==> config.mk <==
export PLATFORM = sky130hd
export DESIGN_NAME = index_decoder
export DESIGN_NICKNAME = d
export VERILOG_FILES = /design/src/rtl/index_decoder.sv
export SDC_FILE = /design/constraint.sdc
export NUM_CORES = 1
export LEC_CHECK = 0
export CAP_MARGIN = 5
export CORE_MARGIN = 2
export CORE_UTILIZATION = 51
export CTS_BUF_LIST = sky130_fd_sc_hd__clkbuf_16
export DETAILED_ROUTE_END_ITERATION = 6
export GPL_TIMING_DRIVEN = 1
export PLACE_DENSITY = 0.78
export RECOVER_POWER = 50
export SLEW_MARGIN = 20
export SYNTH_ARGS = -nofsm -noshare
export SYNTH_HDL_FRONTEND = slang
export SYNTH_SLANG_ARGS = --single-unit
==> constraint.sdc <==
create_clock -name clk -period 2 [get_ports clk]
set_input_delay 0.4 -clock clk [delete_from_list [all_inputs] [get_ports clk]]
set_output_delay 0.4 -clock clk [all_outputs]
set_load 0.1 [all_outputs]
==> src/rtl/index_decoder.sv <==
// rtl/index_decoder.sv - rebuilds a bitmap from a packet of streamed indices
module index_decoder #(
  parameter int IN_WIDTH = 3
) (
  input  logic                      clk,
  input  logic                      rst,
  input  logic                      in_valid,
  output logic                      in_ready,
  input  logic [IN_WIDTH-1:0]       in_index,
  input  logic                      in_last,
  output logic                      out_valid,
  input  logic                      out_ready,
  output logic [(1<<IN_WIDTH)-1:0]  out_bits,
  output logic [IN_WIDTH:0]         out_count,
  output logic                      out_dup
);

  localparam int NBITS = 1 << IN_WIDTH;

  localparam logic [0:0] ACCUM = 1'b0;
  localparam logic [0:0] EMIT  = 1'b1;

  logic [0:0]        state;
  logic [NBITS-1:0]  acc_bits;
  logic [IN_WIDTH:0] acc_count;
  logic              acc_dup;

  logic              accept;
  logic              hit;
  logic [NBITS-1:0]  one_hot;
  logic [NBITS-1:0]  base_bits;
  logic [IN_WIDTH:0] base_count;
  logic              base_dup;
  logic [NBITS-1:0]  new_bits;
  logic [IN_WIDTH:0] new_count;
  logic              new_dup;

  // Result is held while EMIT; a new beat only enters when that result leaves.
  assign out_valid = (state == EMIT);
  assign in_ready  = (state == ACCUM) || out_ready;
  assign accept    = in_valid && in_ready;

  // Merge the incoming index into the accumulator; in EMIT the accumulator is
  // already clear, so the beat starts a fresh packet.
  always_comb begin
    one_hot = '0;
    one_hot[in_index] = 1'b1;
    if (state == EMIT) begin
      base_bits  = '0;
      base_count = '0;
      base_dup   = 1'b0;
    end else begin
      base_bits  = acc_bits;
      base_count = acc_count;
      base_dup   = acc_dup;
    end
    hit       = |(base_bits & one_hot);
    new_bits  = base_bits | one_hot;
    new_count = hit ? base_count : base_count + {{IN_WIDTH{1'b0}}, 1'b1};
    new_dup   = base_dup | hit;
  end

  // Accumulate non-last beats, publish on the last beat, retire on handshake.
  always_ff @(posedge clk) begin
    if (rst) begin
      state     <= ACCUM;
      acc_bits  <= '0;
      acc_count <= '0;
      acc_dup   <= 1'b0;
      out_bits  <= '0;
      out_count <= '0;
      out_dup   <= 1'b0;
    end else if (accept) begin
      if (in_last) begin
        out_bits  <= new_bits;
        out_count <= new_count;
        out_dup   <= new_dup;
        acc_bits  <= '0;
        acc_count <= '0;
        acc_dup   <= 1'b0;
        state     <= EMIT;
      end else begin
        acc_bits  <= new_bits;
        acc_count <= new_count;
        acc_dup   <= new_dup;
        state     <= ACCUM;
      end
    end else if ((state == EMIT) && out_ready) begin
      state <= ACCUM;
    end
  end

endmodule
==> run summary, run 1 <==
The run finished with clean final reports. Tracing the worst setup path back leads to its startpoint at in_index[1]. STA classifies the critical path endpoint as a register. The worst register-to-register path ends at out_count[3]. The area growth from synthesis to layout came out at 30.0%. Synthesis produced a netlist whose cell count is 152.

The largest single stage delay on the critical path is 0.47 ns. The remaining number of nets flagged by the antenna check after routing came out at 0. TritonCTS built the clock tree. Of the total synthesized cell area, the portion taken by full adders, half adders and majority gates is 0.957%. 0 antenna diodes ended up in the layout. Detailed placement ended at an HPWL of 2290 um.

The fraction of layout instances using a drive strength above 1 came out at 21.6%. The tightest slew margin relative to the limit came out at 64.1%. The sequential share of the synthesized area came out at 41.3%. The worst endpoint data arrival time is 2.09 ns. The via count of the first global-routing pass came out at 1106. Once the floorplan was initialized, standard cells occupied 53.3% of the core. The average cell area after synthesis is 8.60 um^2.

The total track usage came out at 23.7%. The source-to-sink clock delay at the later pin of the worst-skew pair is 0.26 ns. The first-pass iteration count of the detailed router came out at 4. Summing every instance area after synthesis gives 0.00131 mm^2.

The routed length per instance came out at 14.7 um. Clock tree synthesis selected as its root buffer the cell clkbuf_16. The min-delay analysis places its worst path in the category reg -> reg. Counting cells, the worst reg-to-reg path comes to 6. The library cell used most frequently in the layout, excluding fill and tap cells, is nor2_1. The final routed wirelength across all metal layers is 3170 um.

The number of buffers inserted to repair setup after CTS is 0. The sum of buffers and inverters on the critical path is 3. The number of design rule violations left after detail routing came out at 0. Across the routed clock network, the largest skew measured is 0.00247 ns.

In this run the static leakage power is 0.700 nW. In the layout the commonest cells are 27 x nor2_1, 26 x dfxtp_1, 14 x clkbuf_2. The worst setup path is launched from a primary input.

Hold is met by 0.459 ns. The wire length of the first global-routing pass came out at 5070 um. The worst setup timing slack at the placement stage came out at -0.418 ns.

The post-layout worst setup margin came out at 0.0727 ns. The compound-gate portion of the synthesized area is 21.5%. The dominant cell type by count on the critical path is nor4_4. The final critical delay including setup and external delays came out at 1.93 ns. Among cell families on the critical path, the largest total delay comes from simple AND/OR/NAND/NOR gates. The CTS H-tree depth came out at 1.

The number of pins exceeding their max-slew limit in the final report is 0. The floorplan step defined a die boundary enclosing 0.00298 mm^2. The vertical die dimension is 54.6 um.

Derived from the worst setup path, the maximum achievable clock frequency is 519 MHz. The number of antenna violations at the first check in global routing is 0. The via density per instance is 5.84. The number of enable-type register cells in the synthesized netlist came out at 0. The required time at the worst-slack endpoint came out at 2.16 ns. The tool flagged a number of max-cap violations equal to 0. The core area is 0.00245 mm^2.

The count of yosys warnings during synthesis is 0. The weighted congestion reported at the end of routability-driven placement is 0.853. The peak ir drop on the vdd network is 648 uV. The power density over cell area is 786 mW/mm^2. The clock net in this run drives a total of 27 sinks. Traced cell by cell, the critical path runs through clkdlybuf4s50_1, buf_4, nor4_4, nor4_4, buf_12, or4_1, o311ai_1. The largest family of logic cells by synthesized area is simple AND/OR/NAND/NOR gates. For this run, asynchronously set or reset flops after synthesis account for 0%.

The path type of the worst setup path is in -> reg. Summed over all layers, the global routing overflow is 0. The xor/xnor share of the synthesized area is 0.670%. Counting every net in the synthesized netlist gives 161. The final critical path takes up 96.4% of the cycle. The number of top-level pins came out at 23. Summing the areas of all and, or, nand and nor instances in the mapped netlist gives 25.2% of the synthesized area. The most used flip-flop cell after synthesis is dfxtp_1. The final hold violation count came out at 0.

The number of DRC markers after the initial detailed-route iteration is 41. The count of cell types in the netlist came out at 38. The critical path crosses 7 cells after its start point. Synthesis inferred 27 register bits.

The port buffer count came out at 22. Counting along the longest clock path gives a buffer depth of 2. The capture point of the worst path is acc_count[1]. The worst-case register-to-register setup slack is 0.23 ns. The floorplan die width came out at 54.6 um. The worst-path cell with the longest stage delay is or4_1.

The measured slew at the worst slew-check pin is 0.541 ns. The TritonCTS buffer count is 3. The pin count of the biggest net entering global routing came out at 22.

Setup repair after global routing left no endpoint under its margin. The multiplexer share of the synthesized area is 5.36%. The detailed router placed 1256 vias in this run. The post-cts hold buffer count came out at 0. The post-CTS clock slew at the launch and capture registers of the worst setup and hold paths is 0.07 ns. Row generation in the floorplan step produced 18 rows. The setup-violating endpoint count in the final report is 0. The worst register-to-register path begins at out_valid.

After the last flow step, the layout net total stands at 195. The maximum net fanout on the critical path came out at 14.
-- per-stage QoR --
stage                     utilization, %  TNS (ns)  cell area [um^2]  instances  total power (W)
after global placement              67.5     -2.34              1660        211         0.000889
after floorplan                        -         0              1320        152         0.000799
after global routing                69.3         0              1700        215          0.00138
after CTS                           71.6         0              1760        215          0.00136
after detailed placement            67.5     -2.84              1660        211         0.000895
final                               69.3         0              1700        215          0.00134
-- per-layer routing --
layer / GRT usage (%) / routed length, um / up-vias
met5: 0 / 0 / -
met4: 10.0 / 60 / 0
met1: 31.5 / 1480 / 593
li1: - / - / 617
met3: 2.73 / 162 / 6
met2: 38.7 / 1470 / 40
-- state kept, by name (all words and copies together), names as in the netlist --
register	count
acc_bits	8
acc_count	4
acc_dup	1
out_bits	8
out_count	4
out_dup	1
out_valid	1
-- Yosys cell counts (2+ instances only) --
| cell type | count | area, um^2 |
|---|---|---|
| mux2i_1 | 7 | 70.1 |
| o311ai_1 | 2 | 17.5 |
| nand3_1 | 3 | 15.0 |
| a2bb2oi_1 | 5 | 43.8 |
| a21oi_1 | 3 | 15.0 |
| dfxtp_1 | 27 | 541 |
| buf_6 | 2 | 22.5 |
| a31oi_1 | 2 | 12.5 |
| a211oi_1 | 6 | 45.0 |
| a22o_1 | 2 | 17.5 |
| o21ai_1 | 2 | 10.0 |
| nor3_1 | 9 | 45.0 |
| a22oi_1 | 5 | 37.5 |
| o2bb2ai_1 | 3 | 26.3 |
| nor2_1 | 27 | 101 |
| and2_1 | 2 | 12.5 |
| a21o_1 | 2 | 15.0 |
| nand2_1 | 11 | 41.3 |
| clkbuf_1 | 6 | 22.5 |
| nor3b_1 | 2 | 15.0 |
| nand2b_1 | 4 | 25.0 |
| inv_1 | 3 | 11.3 |
| a311oi_1 | 2 | 17.5 |
-- tightest hold or removal path, delay by kind of cell, from the launching register on --
family	cells	cell delay [ns]
flip-flops	1	0.31
AND/OR/NAND/NOR	1	0.05
AO/OA/AOI/OAI	1	0.05
-- cells by family (layout without fill, tap and decap cells) --
group                      after synthesis  in the layout
adders and majority gates                1              1
buffers and inverters                   13             46
DFF                                     27             27
and+or+nand+nor                         66             66
muxes                                    7              7
xor gates and xnor gates                 1              1
AOI/OAI and AO/OA                       37             37
-- power breakdown --
| part | switching (W) | internal [W] | leakage (nW) | total, W |
|---|---|---|---|---|
| Sequential | 0.0000168 | 0.000559 | 0.220 | 0.000576 |
| Clock | 0.000195 | 0.000272 | 0.0371 | 0.000467 |
| Combinational | 0.000210 | 0.0000828 | 0.442 | 0.000293 |
| Total | 0.000422 | 0.000914 | 0.700 | 0.00134 |
-- area by class of cell --
type | instances | area, um^2
well taps | 30 | 37.5
repair buffers | 38 | 303
fillers | 208 | 754
clock inverters | 1 | 7.51
clock buffers | 3 | 75.1
flip-flops and latches | 27 | 542
multi-input cells | 112 | 721
inverters | 4 | 15.0
-- repair_timing --
action / in CTS / in global routing
pin swaps: 0 / 2
gates resized for setup: 4 / 1
endpoints found under the setup margin: 7 / 1
-- how the worst min path moves through the flow --
stage                      from           to  slack (ns)  cells past startpoint
floorplan               acc_dup      out_dup        0.46                      2
global placement    out_bits[0]  out_bits[0]        0.44                      2
detailed placement  out_bits[0]  out_bits[0]        0.45                      2
CTS                 out_bits[0]  out_bits[0]        0.46                      2
global route        out_bits[0]  out_bits[0]        0.50                      2
finish              out_bits[0]  out_bits[0]        0.46                      2
Power figures use the tool's default switching activity.
==> inputs of run 2 (changes only) <==
Settings changed: ABC_CLOCK_PERIOD_IN_PS set to 2000.
==> results of run 2 <==
Same layout as run 1: the final DEF is identical, and so are final timing and power.
